[src/rtl/alu_pkg.sv]
// Shared definitions for the arbitrated ALU: data widths, function codes,
// FSM state encoding and the legal-function decode.
package alu_pkg;

    localparam int DATA_W  = 32;
    localparam int SHAMT_W = 5;
    localparam int FUNCT_W = 6;

    localparam logic [FUNCT_W-1:0] FUNCT_ADD = 6'b100000;
    localparam logic [FUNCT_W-1:0] FUNCT_SUB = 6'b100010;
    localparam logic [FUNCT_W-1:0] FUNCT_SRL = 6'b000010;

    typedef enum logic [1:0] {
        ST_IDLE = 2'd0,
        ST_EXEC = 2'd1,
        ST_DONE = 2'd2
    } state_t;

    // True for the function codes the ALU implements.
    function automatic logic funct_is_legal(input logic [FUNCT_W-1:0] funct);
        return (funct == FUNCT_ADD) || (funct == FUNCT_SUB) || (funct == FUNCT_SRL);
    endfunction

endpackage

[src/rtl/alu.sv]
// Combinational ALU: add, subtract, logical shift right of rt.
// Results wrap modulo 2^DATA_W; unknown function codes yield zero.
module alu
    import alu_pkg::*;
(
    input  logic [DATA_W-1:0]  rs_i,
    input  logic [DATA_W-1:0]  rt_i,
    input  logic [SHAMT_W-1:0] shamt_i,
    input  logic [FUNCT_W-1:0] funct_i,
    output logic [DATA_W-1:0]  rd_o
);

    // Select the operation result from the function code.
    always_comb begin
        // NOTE: default assignment first so no path leaves rd_o unassigned (no latch).
        rd_o = '0;
        case (funct_i)
            FUNCT_ADD: rd_o = rs_i + rt_i;
            FUNCT_SUB: rd_o = rs_i - rt_i;
            FUNCT_SRL: rd_o = rt_i >> shamt_i;
            default:   rd_o = '0;
        endcase
    end

endmodule

[src/rtl/alu_arbiter.sv]
// Two-requester front end for one shared ALU. Grants one requester in IDLE,
// evaluates the latched operands in EXEC and holds the result in DONE until
// the consumer takes it. RR selects round-robin or fixed priority to req0.
module alu_arbiter
    import alu_pkg::*;
#(
    parameter bit RR = 1'b1
) (
    input  logic               clk,
    input  logic               rst_n,

    input  logic               req0_valid,
    output logic               req0_ready,
    input  logic [DATA_W-1:0]  req0_rs,
    input  logic [DATA_W-1:0]  req0_rt,
    input  logic [SHAMT_W-1:0] req0_shamt,
    input  logic [FUNCT_W-1:0] req0_funct,

    input  logic               req1_valid,
    output logic               req1_ready,
    input  logic [DATA_W-1:0]  req1_rs,
    input  logic [DATA_W-1:0]  req1_rt,
    input  logic [SHAMT_W-1:0] req1_shamt,
    input  logic [FUNCT_W-1:0] req1_funct,

    output logic               out_valid,
    input  logic               out_ready,
    output logic [DATA_W-1:0]  out_rd,
    output logic               out_id,
    output logic               out_err
);

    state_t               state_q;
    logic                 prio_q;      // 1: req1 wins a tie (round-robin only)
    logic [DATA_W-1:0]    op_rs_q;
    logic [DATA_W-1:0]    op_rt_q;
    logic [SHAMT_W-1:0]   op_shamt_q;
    logic [FUNCT_W-1:0]   op_funct_q;
    logic                 op_id_q;
    logic                 out_valid_q;
    logic [DATA_W-1:0]    out_rd_q;
    logic                 out_id_q;
    logic                 out_err_q;

    logic                 gnt_any;
    logic                 gnt_id;
    logic [DATA_W-1:0]    alu_rd;

    // Grant decision: a lone requester always wins; a tie goes to req1 only
    // when round-robin is enabled and the pointer favours it.
    always_comb begin
        gnt_any = req0_valid | req1_valid;
        gnt_id  = req1_valid & (~req0_valid | (RR & prio_q));
    end

    // Handshake is only offered in IDLE; rst_n gating keeps it low while the
    // asynchronous reset holds the FSM in IDLE.
    assign req0_ready = rst_n & (state_q == ST_IDLE) & gnt_any & ~gnt_id;
    assign req1_ready = rst_n & (state_q == ST_IDLE) & gnt_any &  gnt_id;

    alu u_alu (
        .rs_i    (op_rs_q),
        .rt_i    (op_rt_q),
        .shamt_i (op_shamt_q),
        .funct_i (op_funct_q),
        .rd_o    (alu_rd)
    );

    // Sequencer: latch the granted op, register the ALU result, hold until taken.
    always_ff @(posedge clk or negedge rst_n) begin
        if (!rst_n) begin
            state_q     <= ST_IDLE;
            prio_q      <= 1'b0;
            op_rs_q     <= '0;
            op_rt_q     <= '0;
            op_shamt_q  <= '0;
            op_funct_q  <= '0;
            op_id_q     <= 1'b0;
            out_valid_q <= 1'b0;
            out_rd_q    <= '0;
            out_id_q    <= 1'b0;
            out_err_q   <= 1'b0;
        end else begin
            // NOTE: non-blocking assignments so every register samples pre-edge values.
            case (state_q)
                ST_IDLE: begin
                    if (gnt_any) begin
                        op_rs_q    <= gnt_id ? req1_rs    : req0_rs;
                        op_rt_q    <= gnt_id ? req1_rt    : req0_rt;
                        op_shamt_q <= gnt_id ? req1_shamt : req0_shamt;
                        op_funct_q <= gnt_id ? req1_funct : req0_funct;
                        op_id_q    <= gnt_id;
                        prio_q     <= ~gnt_id;
                        state_q    <= ST_EXEC;
                    end
                end
                ST_EXEC: begin
                    out_rd_q    <= alu_rd;
                    out_id_q    <= op_id_q;
                    out_err_q   <= ~funct_is_legal(op_funct_q);
                    out_valid_q <= 1'b1;
                    state_q     <= ST_DONE;
                end
                ST_DONE: begin
                    if (out_ready) begin
                        out_valid_q <= 1'b0;
                        state_q     <= ST_IDLE;
                    end
                end
                default: state_q <= ST_IDLE;
            endcase
        end
    end

    assign out_valid = out_valid_q;
    assign out_rd    = out_rd_q;
    assign out_id    = out_id_q;
    assign out_err   = out_err_q;

endmodule

[config.mk]
export PLATFORM = sky130hd
export DESIGN_NAME = alu_arbiter
export DESIGN_NICKNAME = d
export VERILOG_FILES = /design/src/rtl/alu_pkg.sv /design/src/rtl/alu.sv /design/src/rtl/alu_arbiter.sv
export SDC_FILE = /design/constraint.sdc
export NUM_CORES = 1
export LEC_CHECK = 0
export CAP_MARGIN = 20
export CELL_PAD_IN_SITES_DETAIL_PLACEMENT = 0
export CELL_PAD_IN_SITES_GLOBAL_PLACEMENT = 1
export CORE_ASPECT_RATIO = 0.6
export CORE_UTILIZATION = 32
export CTS_CLUSTER_SIZE = 12
export DETAILED_ROUTE_END_ITERATION = 7
export DONT_BUFFER_PORTS = 1
export GPL_ROUTABILITY_DRIVEN = 0
export PLACE_DENSITY_LB_ADDON = 0.1
export SETUP_SLACK_MARGIN = 0.15
export SYNTH_ARGS = -nofsm -noshare
export SYNTH_HDL_FRONTEND = slang
export SYNTH_SLANG_ARGS = --single-unit
[constraint.sdc]
create_clock -name clk -period 8.1 [get_ports clk]
set_input_delay 1.62 -clock clk [delete_from_list [all_inputs] [get_ports clk]]
set_output_delay 1.62 -clock clk [all_outputs]
set_load 0.05 [all_outputs]
-- Word-level counts from Yosys, hierarchy flattened
Cells that the tools add are included.
W data, S select, Z words.
- $add $sub $neg: 2
- equality and inequality tests: 7
- shift-type cells: 1
- muxes and demuxes: 10
- bitwise operators: 10
- reduce and logical (&&, ||, !) cells: 7
- operator list (kind ; number):
    $pmux W32 S3 ; 1
    $mux W32 ; 2
    $add A32 B32 Y32 ; 1
    $shr A32 B5 Y32 ; 1
    $sub A32 B32 Y32 ; 1
    $eq A6 B6 Y1 const B ; 2
    $eq A6 B2 Y1 const B ; 1
    $mux W6 ; 1
    $pmux W2 S3 ; 1
    $reduce_and A2 Y1 ; 3
    $and A1 B1 Y1 ; 5
    $mux W5 ; 1
    $mux W2 ; 2
    $ne A2 B2 Y1 const B ; 2
    $not A1 Y1 ; 3
    $eq A2 B1 Y1 const B ; 1
    $eq A2 B2 Y1 const B ; 1
    $logic_not A2 Y1 ; 1
    $logic_or A1 B1 Y1 ; 2
    $or A1 B1 Y1 ; 2
    $pmux W1 S2 ; 1
    $reduce_bool A2 Y1 ; 1
    $mux W1 ; 1
- bits in registers: 114
- input bits: 155
- output and inout bits: 37
- word-level logic and storage cells: 48

-- Logic depth before layout (Yosys ltp)
Gate-level depths: netlist (run 1).
- depth after elaboration: 5
- gate-level depth with buffers: 19

-- Cells and area by module
A second synthesis (run 1) with hierarchy kept.
- cells, all modules: 964
- area, all modules: 9041.2 um^2
- by module, submodules not included (module ; instances ; cells an instance ; area an instance (um^2) ; seq. area each (um^2)):
    alu_arbiter ; 1 ; 360 ; 4888.4 ; 2852.7
    alu ; 1 ; 604 ; 4152.7 ; 0.0

-- Worst setup path after synthesis (run 1)
No wires, ideal clock.
- path kind: in2out
- from: input req0_valid
- to: output req1_ready
- data arrival time: 3.109 ns
- data required time: 6.480 ns
- slack: 3.371 ns
- stages on the path: 6
- path buffers: 2
- cell sequence: inv_1 > o21ai_0 > nor3_1 > clkbuf_1 > buf_1 > and2_1
- cells in the longest elaborated chain, start to end: 4
- elaborated cells on any way between the ends: 6
- those cells by class: bitwise: 6
- RTL lines (element ; RTL line ; text):
    from (decl) ; alu_arbiter.sv:12 ; input logic req0_valid,
    $not A1 Y1 ; alu_arbiter.sv:53 ; gnt_id = req1_valid & (~req0_valid | (RR & prio_q));
    $or A1 B1 Y1 ; alu_arbiter.sv:53 ;
    $and A1 B1 Y1 ; alu_arbiter.sv:53 ;
    $and A1 B1 Y1 * ; alu_arbiter.sv:59 ; assign req1_ready = rst_n & (state_q == ST_IDLE) & gnt_any & gnt_id;
    to (decl) ; alu_arbiter.sv:20 ; output logic req1_ready,
Every way passes the cells marked *; elsewhere a longest branch is shown, timed or not.

-- Worst setup path after layout (run 1)
- from: register op_funct_q[0]
- to: register out_rd_q[27] (netlist: out_rd[27])
- cells in the longest elaborated chain, start to end: 2
- elaborated cells on any way between the ends: 4
- those cells by class: eq/ne: 3; mux: 1
- RTL lines (element ; RTL line ; text):
    from (decl) ; alu_arbiter.sv:38 ; logic [FUNCT_W-1:0] op_funct_q;
    from (signal assigned) ; alu_arbiter.sv:91 ; op_funct_q <= gnt_id ? req1_funct : req0_funct;
    $eq A6 B2 Y1 / $eq A6 B6 Y1 (equally long branches) ; alu.sv:17 ; case (funct_i)
    $pmux W32 S3 * ; alu.sv:17 ;
    to (signal assigned) ; alu_arbiter.sv:98 ; out_rd_q <= alu_rd;
    to (decl) ; alu_arbiter.sv:41 ; logic [DATA_W-1:0] out_rd_q;
Marks and branches as above.
A chain may end at the register's enable or synchronous reset.

==> impl_metrics.json, run 1 <==
{
  "drc": 0,
  "post_cts_resize_count": 0,
  "tritoncts": "built",
  "ys_types": 60,
  "grt_overflow_total": 0,
  "worstPathRequired_ns": 8.42,
  "post_drt_wl_per_cell_um": 24.6,
  "clockRootBuffer": "clkbuf_16",
  "fin_crit_ns": 5.45,
  "ant_nets": 0,
  "via_per_inst": 5.91,
  "fill_cells": 2654,
  "critPathArrivalTime_ns": 5.78,
  "end_kind": "flip-flop",
  "n_antenna_cell": 0,
  "area_growth_pct": 10.4,
  "path_clk_slew_ns": 0.06,
  "finalSetupTns_ns": 0,
  "die_y_um": 128,
  "synth_area_mm2": 0.00844,
  "synth_top_cell_by_area": "dfrtp_1",
  "grt_pass1_vias": 7115,
  "rsz0062_at_grt": "no",
  "yosysWarningCount": 0,
  "hold_violations": 0,
  "whs_ns": 0.469,
  "critPathMaxStageDelay_ns": 0.75,
  "cap_violations": 0,
  "path_cells": "nor4_1, buf_4, and2_1, nand2_1, buf_4, o21ai_0, inv_1, ha_1, nand2b_1, a21oi_1, o41ai_1, o31ai_1, nand4_1, a211oi_1, o21a_1, nor3_1, a211o_1",
  "chipWidth_um": 212,
  "avgSynthCellArea_um2": 8.72,
  "die_area_mm2": 0.0271,
  "layout-drive-gt1-share_pct": 7.71,
  "synth_seq_area_share_pct": 33.8,
  "fp-row-count": 45,
  "grt_pass1_wl_um": 47300,
  "ys_ff_latch": 114,
  "slew_violations": 0,
  "cp_common_cell": "buf_4",
  "start_kind": "flip-flop",
  "fin_crit_sh_pct": 67.3,
  "cp_max_fo": 27,
  "drt_iter0_drc": 940,
  "cts_hold_buf": 0,
  "async_flop_share_pct": 100,
  "critPathKind": "reg -> reg",
  "dr_total_vias": 7598,
  "grt_usage_pct": 24.1,
  "synthFlopType": "dfrtp_1",
  "cts_setup_buffers": 0,
  "hp-class": "reg -> reg",
  "grt_max_degree": 117,
  "finalSetupViolCount": 0,
  "cts.sinks": 114,
  "final_nets": 1109,
  "synthCells": 968,
  "coreArea_mm2": 0.0256,
  "cts_buffers": 17,
  "run_status": "completed",
  "slew_headroom_pct": 37.4,
  "yosysTopAreaCellShare_pct": 33.8,
  "hpwl_um": 24600,
  "start_util_pct": 33.0,
  "antenna_found_initial": 0,
  "clk_path_buf_depth": 2,
  "clock.fmax_mhz": 183,
  "dr.pass1.iters": 8,
  "synthTopCellsByArea": "dfrtp_1 (34%), a222oi_1 (8.9%), ha_1 (4.7%)",
  "synth-edff-count": 0,
  "ctsHtreeMaxLevel": 4,
  "layout_commonest_cell": "dfrtp_1",
  "place.port_buffers": 0,
  "tightest_slew_ns": 0.939,
  "finClkSkew_ns": 0.00694,
  "clk_latency_ns": 0.44,
  "routed_wl_um": 31600,
  "final_cell_mix": "dfrtp_1 (114), inv_1 (91), nand2_1 (75), a222oi_1 (75), a21oi_1 (73)",
  "io_pins": 192,
  "syn-num-nets": 1156,
  "cpMaxStageDelayCell": "and2_1"
}
==> flip-flops by register name, summed over array words and instances, names as in the netlist <==
name	count
op_rs_q	32
op_rt_q	32
out_rd	32
op_funct_q	6
op_shamt_q	5
state_q	2
op_id_q	1
out_err	1
out_id	1
out_valid	1
prio_q	1
==> worst paths after layout <==
| kind | start | to | slack [ns] | cells past startpoint |
|---|---|---|---|---|
| max in group asynchronous | rst_n | op_rs_q[16]$_DFFE_PN0P_ | 6.90 | 0 |
| min reg2reg | op_id_q$_DFFE_PN0P_ | out_id$_DFFE_PN0P_ | 0.47 | 2 |
| min | op_id_q$_DFFE_PN0P_ | out_id$_DFFE_PN0P_ | 0.47 | 2 |
| min in group asynchronous | rst_n | op_rs_q[11]$_DFFE_PN0P_ | 0.88 | 0 |
| max reg2reg | op_funct_q[0]$_DFFE_PN0P_ | out_rd[27]$_DFFE_PN0P_ | 2.65 | 17 |
| max | op_funct_q[0]$_DFFE_PN0P_ | out_rd[27]$_DFFE_PN0P_ | 2.65 | 17 |
==> through the flow <==
stage / util (%) / instance area, um2 / cells / setup WS (ns)
2_1_floorplan: - / 8440 / 968 / 3.37
3_3_place_gp: 33.9 / 8690 / 1254 / 2.54
3_5_place_dp: 33.9 / 8690 / 1254 / 2.68
4_1_cts: 36.4 / 9320 / 1286 / 2.64
5_1_grt: 36.4 / 9320 / 1286 / 2.24
6_report: 36.4 / 9320 / 1286 / 2.65
==> synth_stat cells, types with 5 or more instances <==
cell type,n
nand2b_1,13
xnor2_1,23
a31oi_1,12
nor2_1,69
clkbuf_1,65
xor2_1,33
mux2_2,8
o31ai_1,9
nor2b_1,5
and3_1,7
a222oi_1,75
nor4_1,6
a21oi_1,73
dfrtp_1,114
ha_1,32
mux4_2,10
inv_1,91
buf_1,12
o21ai_0,62
a221oi_1,11
a21o_1,16
nor3_1,9
nand3_1,10
nand2_1,75
o21a_1,6
o22ai_1,7
o41ai_1,7
a211oi_1,5
mux2i_1,40
==> worst max-delay path: cells and delay by family, from the launching register on <==
family                     cells  cell delay [ns]
AOI/OAI and AO/OA              7             2.36
adders and majority gates      1             0.28
buffers and inverters          3             0.58
DFF                            1             0.38
and+or+nand+nor                6             1.73
==> area by class of cell <==
class / count / area (um2) / share of cell area [%]
multi-input cells: 684 / 4960 / 53.3
well taps: 352 / 440 / 4.73
inverters: 92 / 345 / 3.71
clock buffers: 22 / 444 / 4.77
repair buffers: 12 / 90.1 / 0.967
clock inverters: 10 / 181 / 1.95
flip-flops and latches: 114 / 2850 / 30.6
==> cells by family (layout without fill, tap and decap cells) <==
| kind of cell | Yosys count | after routing | synth area share, % |
|---|---|---|---|
| mux | 60 | 60 | 9.10 |
| simple gates | 223 | 223 | 12.4 |
| flops | 114 | 114 | 33.8 |
| xor+xnor | 56 | 56 | 5.81 |
| compound gates | 312 | 312 | 26.3 |
| buf+inv | 170 | 136 | 7.65 |
| fa+ha+maj | 33 | 33 | 4.98 |
==> layer usage <==
metal	part of all wire (%)	global-route usage [%]	up-vias	wire length, um
met5	0	0	-	0
met4	1.1	6.18	0	333
met3	8.2	6.96	20	2580
met2	36	28.4	316	11300
met1	55	39.8	3738	17400
li1	-	-	3524	-
Power of run 1 is not shown: default switching activity piles up to over one toggle a cycle in this logic, so the estimate is an artifact.
==> run 2: changes to the inputs <==
Clock period 8.1 ns to 5.3 ns, I/O delays scaled along.
==> impl_metrics.json, run 2 (synthesis gave the netlist of run 1 again) <==
{
  "cp_max_fo": 8,
  "failed_checks": "DRC",
  "fin_cells": 1289,
  "run_status": "finished, violations left",
  "grt_pass1_vias": 7123,
  "area_growth_pct": 10.7,
  "grt_pass1_wl_um": 47500,
  "finClkSkew_ns": 0.00672,
  "cts_buffers": 17,
  "cts_hold_buf": 0,
  "layout-drive-gt1-share_pct": 8.75,
  "path_clk_slew_ns": 0.06,
  "end_kind": "flip-flop",
  "fin_crit_sh_pct": 93.2,
  "place.port_buffers": 0,
  "antenna_found_initial": 0,
  "seq_area_mm2": 0.00285,
  "fin_crit_ns": 4.94,
  "n_antenna_cell": 0,
  "die_y_um": 128,
  "ant_nets": 0,
  "hpwl_um": 24800,
  "layout_commonest_cell": "dfrtp_1",
  "start_kind": "flip-flop",
  "final_nets": 1112,
  "whs_ns": 0.318,
  "finalSetupViolCount": 0,
  "wl_met3_um": 3090,
  "via_per_inst": 5.98,
  "drc": 1,
  "slew_violations": 0,
  "final_cell_mix": "dfrtp_1 (114), inv_1 (91), nand2_1 (75), a222oi_1 (75), a21oi_1 (73)",
  "grt_overflow_total": 0,
  "routed_wl_um": 31600,
  "clk_latency_ns": 0.44,
  "post_drt_wl_per_cell_um": 24.5,
  "dr_total_vias": 7704,
  "grt_max_degree": 117,
  "tritoncts": "built",
  "clk_path_buf_depth": 2,
  "grt_usage_pct": 24.1,
  "io_pins": 192,
  "tightest_slew_ns": 0.893,
  "cts.sinks": 114,
  "dr.pass1.iters": 8,
  "wl_met1_um": 16800,
  "rsz0062_at_grt": "yes",
  "hp-class": "in -> async",
  "clockRootBuffer": "clkbuf_16",
  "chipWidth_um": 212,
  "cap_violations": 0,
  "critPathKind": "reg -> reg",
  "slew_headroom_pct": 40.4,
  "drt_iter0_drc": 1139,
  "clock.fmax_mhz": 202,
  "critPathArrivalTime_ns": 5.26,
  "dp_cells": 1257,
  "hold_violations": 0,
  "finalSetupTns_ns": 0,
  "die_area_mm2": 0.0271,
  "fill_cells": 2642,
  "route.met2.wl_um": 11400,
  "fp-row-count": 45,
  "worstPathRequired_ns": 5.62,
  "ctsHtreeMaxLevel": 4,
  "multiInputGateArea_mm2": 0.00498,
  "start_util_pct": 33.0,
  "highest_layer": "met4",
  "coreArea_mm2": 0.0256
}
## run 2: stage by stage
stage          worst slack, ns  utilization, %  area (um2)
2_1_floorplan            0.740               -        8440
3_3_place_gp             0.460            34.0        8720
3_5_place_dp             0.381            34.0        8720
4_1_cts                  0.350            36.4        9330
5_1_grt                  0.121            36.5        9350
6_report                 0.359            36.5        9350
## run 2: worst max-delay path, cell delays in order, from the launching register on
cell and delay, ns:
dfrtp_1 0.47, or4_4 0.56, or3_4 0.35, or3_2 0.52
or4_1 0.58, nand2_1 0.14, xor2_1 0.26, ha_1 0.34
nand2_1 0.15, nor2_1 0.08, a211oi_1 0.34, nand3b_1 0.11
o21ai_0 0.28, o21ai_0 0.21, nand2_1 0.13, mux2i_1 0.20
o22ai_1 0.08
## run 2: path summary, 6_finish.rpt
check | to | slack [ns] | depth (start not counted) | start
worst min register to register | out_id$_DFFE_PN0P_ | 0.47 | 2 | op_id_q$_DFFE_PN0P_
max in group asynchronous | op_rs_q[22]$_DFFE_PN0P_ | 4.82 | 0 | rst_n
worst max-delay path | out_rd[28]$_DFFE_PN0P_ | 0.36 | 16 | op_rt_q[4]$_DFFE_PN0P_
worst min-delay path | op_rs_q[8]$_DFFE_PN0P_ | 0.32 | 0 | rst_n
min in group clk | out_id$_DFFE_PN0P_ | 0.47 | 2 | op_id_q$_DFFE_PN0P_
worst max register to register | out_rd[28]$_DFFE_PN0P_ | 0.36 | 16 | op_rt_q[4]$_DFFE_PN0P_
## run 2: cell type report
| type | instances | share of cell area, % |
|---|---|---|
| Timing Repair Buffer | 15 | 1.20 |
| Clock buffer | 20 | 4.88 |
| Multi-Input combinational cell | 684 | 53.3 |
| Sequential cell | 114 | 30.5 |
| Inverter | 92 | 3.69 |
| Tap cell | 352 | 4.71 |
| Clock inverter | 12 | 1.69 |
## run 2: timing repair
item                                    in CTS  in global routing
resized for setup                            0                  5
endpoints found under the setup margin       0                  6
setup buffers                                0                  0
## run 2: per-layer routing
metal	GRT usage, %	up-vias
li1	-	3547
met1	40.0	3782
met2	28.6	351
met3	6.96	24
met4	5.29	0
met5	0	-
Power of run 2 is left out for the same reason.
==> run 3: changes to the inputs <==
Settings changed: CAP_MARGIN 20 to 25, SYNTH_HIERARCHICAL set to 1.
==> impl_metrics.json, run 3 <==
{
  "run_status": "completed",
  "rsz0062_at_grt": "no",
  "layout_commonest_cell": "dfrtp_1",
  "post_cts_resize_count": 0,
  "irDropWorstVdd_mv": 0.342,
  "cts_buffers": 17,
  "final_nets": 1108,
  "coreArea_mm2": 0.0276,
  "post_drt_wl_per_cell_um": 24.7,
  "chipWidth_um": 219,
  "yosysMostFrequentCell": "dfrtp_1",
  "start_kind": "flip-flop",
  "clk_latency_ns": 0.44,
  "syn-num-nets": 1152,
  "cp_max_fo": 9,
  "avgSynthCellArea_um2": 9.38,
  "grt_max_degree": 117,
  "start_util_pct": 32.7,
  "fin_util_pct": 35.5,
  "drt_iter0_drc": 710,
  "ant_nets": 0,
  "power_density_mw_per_mm2": 900,
  "crit_start": "op_rt_q[3]$_DFFE_PN0P_",
  "fin_crit_ns": 4.58,
  "tritoncts": "built",
  "clk_path_buf_depth": 2,
  "via_per_inst": 5.89,
  "clockRootBuffer": "clkbuf_16",
  "power.leakage_nw": 4.21,
  "rr_worst_depth": 15,
  "finalSetupTns_ns": 0,
  "layout-drive-gt1-share_pct": 11.8,
  "yosysWarningCount": 6,
  "end_kind": "flip-flop",
  "drc": 0,
  "clock.fmax_mhz": 218,
  "fin_crit_sh_pct": 86.5,
  "ys_types": 67,
  "fill_cells": 2830,
  "finClkSkew_ns": 0.0115,
  "slew_violations": 0,
  "cap_violations": 0,
  "path_clk_slew_ns": 0.05,
  "worstPathRequired_ns": 5.62,
  "synth-edff-count": 0,
  "grt_usage_pct": 22.6,
  "synth_area_mm2": 0.00904,
  "ys_top_cells_by_count": "dfrtp_1 (114), o21a_1 (84), a221o_1 (75), nand2_1 (64), mux2i_1 (58)",
  "grt_overflow_total": 0,
  "die_y_um": 132,
  "critPathArrivalTime_ns": 4.91,
  "final_cell_mix": "dfrtp_1 (114), o21a_1 (84), a221o_1 (75), nand2_1 (64), mux2i_1 (58)",
  "ctsHtreeMaxLevel": 4,
  "async_flop_share_pct": 100,
  "area_growth_pct": 8.65,
  "synthCells": 964,
  "r2r-start": "op_rt_q[3]$_DFFE_PN0P_",
  "synthTopCellsByArea": "dfrtp_1 (32%), a221o_1 (8.3%), o21a_1 (7.0%)",
  "hp-class": "in -> async",
  "place_area_mm2": 0.00925,
  "ys_ff_latch": 114,
  "tightest_slew_ns": 0.872,
  "slew_headroom_pct": 41.9,
  "synth_seq_area_share_pct": 31.6,
  "synth_top_cell_by_area": "dfrtp_1",
  "yosysTopAreaCellShare_pct": 31.6,
  "dr.pass1.iters": 5,
  "r2r-end": "out_rd[29]$_DFFE_PN0P_",
  "cts_setup_buffers": 0,
  "critPathKind": "reg -> reg",
  "finalSetupViolCount": 0,
  "grt_pass1_wl_um": 48300,
  "n_antenna_cell": 0,
  "finish.instance_area_mm2": 0.00982,
  "place.port_buffers": 0,
  "fp-row-count": 47,
  "hpwl_um": 24400,
  "grt_pass1_vias": 7273,
  "dr_total_vias": 7640,
  "cts_hold_buf": 0,
  "cts.sinks": 114,
  "hold_violations": 0,
  "ff2ff_setup_slack_ns": 0.72,
  "die_area_mm2": 0.0290,
  "synthFlopType": "dfrtp_1",
  "antenna_found_initial": 1,
  "io_pins": 192,
  "routed_wl_um": 32100
}
run 3: cell types whose count changed in the layout (fill, tap and decap cells not counted), sizes merged, moves of 7 or more:
cell / previous run / this run
a221o: 0 / 75
mux2: 8 / 42
nor2: 69 / 49
nand2: 75 / 65
mux2i: 40 / 58
a31oi: 12 / 5
a21oi: 73 / 53
a221oi: 11 / 0
inv: 92 / 21
a222oi: 75 / 0
o22ai: 7 / 20
o21a: 6 / 84
o21ai: 64 / 48
run 3: layout make-up:
cell class	instances	area (um2)	share of cell area (%)
clock buffer	24	492	5.01
clock inverter	5	77.6	0.790
inverter	21	78.8	0.802
multi-input combinational	752	5760	58.6
sequential	114	2850	29.0
tap	367	459	4.67
timing repair buffer	14	105	1.07
run 3: worst max-delay path by stage:
stage	end	slack (ns)
6_report	out_rd[29]$_DFFE_PN0P_	0.72
5_1_grt	out_rd[20]$_DFFE_PN0P_	0.41
4_1_cts	out_rd[31]$_DFFE_PN0P_	0.85
3_5_place_dp	out_rd[31]$_DFFE_PN0P_	0.86
3_3_place_gp	out_rd[31]$_DFFE_PN0P_	0.76
2_1_floorplan	out_rd[21]$_DFFE_PN0P_	1.45
run 3: routing by layer:
| layer | up-vias | GRT usage (%) | wire [um] |
|---|---|---|---|
| met5 | - | 0 | 0 |
| met4 | 0 | 4.86 | 299 |
| met3 | 21 | 6.11 | 2800 |
| met2 | 278 | 27.2 | 11800 |
| met1 | 3744 | 37.8 | 17200 |
| li1 | 3597 | - | - |
run 3: stage by stage:
stage / hold WS (ns) / power [mW] / setup slack [ns] / cells
6_report: 0.315 / 8.84 / 0.717 / 1297
2_1_floorplan: 0.472 / 6.11 / 1.45 / 964
4_1_cts: 0.283 / 8.82 / 0.848 / 1297
5_1_grt: 0.283 / 9.52 / 0.406 / 1297
3_3_place_gp: 0.499 / 7.76 / 0.760 / 1268
3_5_place_dp: 0.487 / 7.61 / 0.863 / 1268
run 3: power breakdown:
part / switching [mW] / internal [mW] / total, mW
sequential: 0.986 / 1.26 / 2.25
clock: 0.412 / 0.730 / 1.14
combinational: 3.18 / 2.27 / 5.45
total: 4.58 / 4.26 / 8.84
run 3: cells by family after synthesis:
| kind of cell | share of synthesized area (%) |
|---|---|
| xor+xnor | 5.42 |
| simple gates | 11.2 |
| mux | 13.4 |
| buf+inv | 4.95 |
| compound gates | 28.8 |
| fa+ha+maj | 4.65 |
| flops | 31.6 |
run 3: worst max-delay path, cell delays in order (launching register included):
cell and delay, ns:
dfrtp_1 0.48, nor4_1 0.41, nand2_1 0.18, or3_4 0.44, o21ai_0 0.22, xor2_1 0.47, ha_1 0.41, a21oi_1 0.29
o21ai_0 0.15, a31oi_1 0.22, o22ai_1 0.11, a21oi_1 0.38, o311ai_1 0.15, xnor2_1 0.18, o22ai_1 0.10, mux2_2 0.27
(Power assumes the default switching activity.)
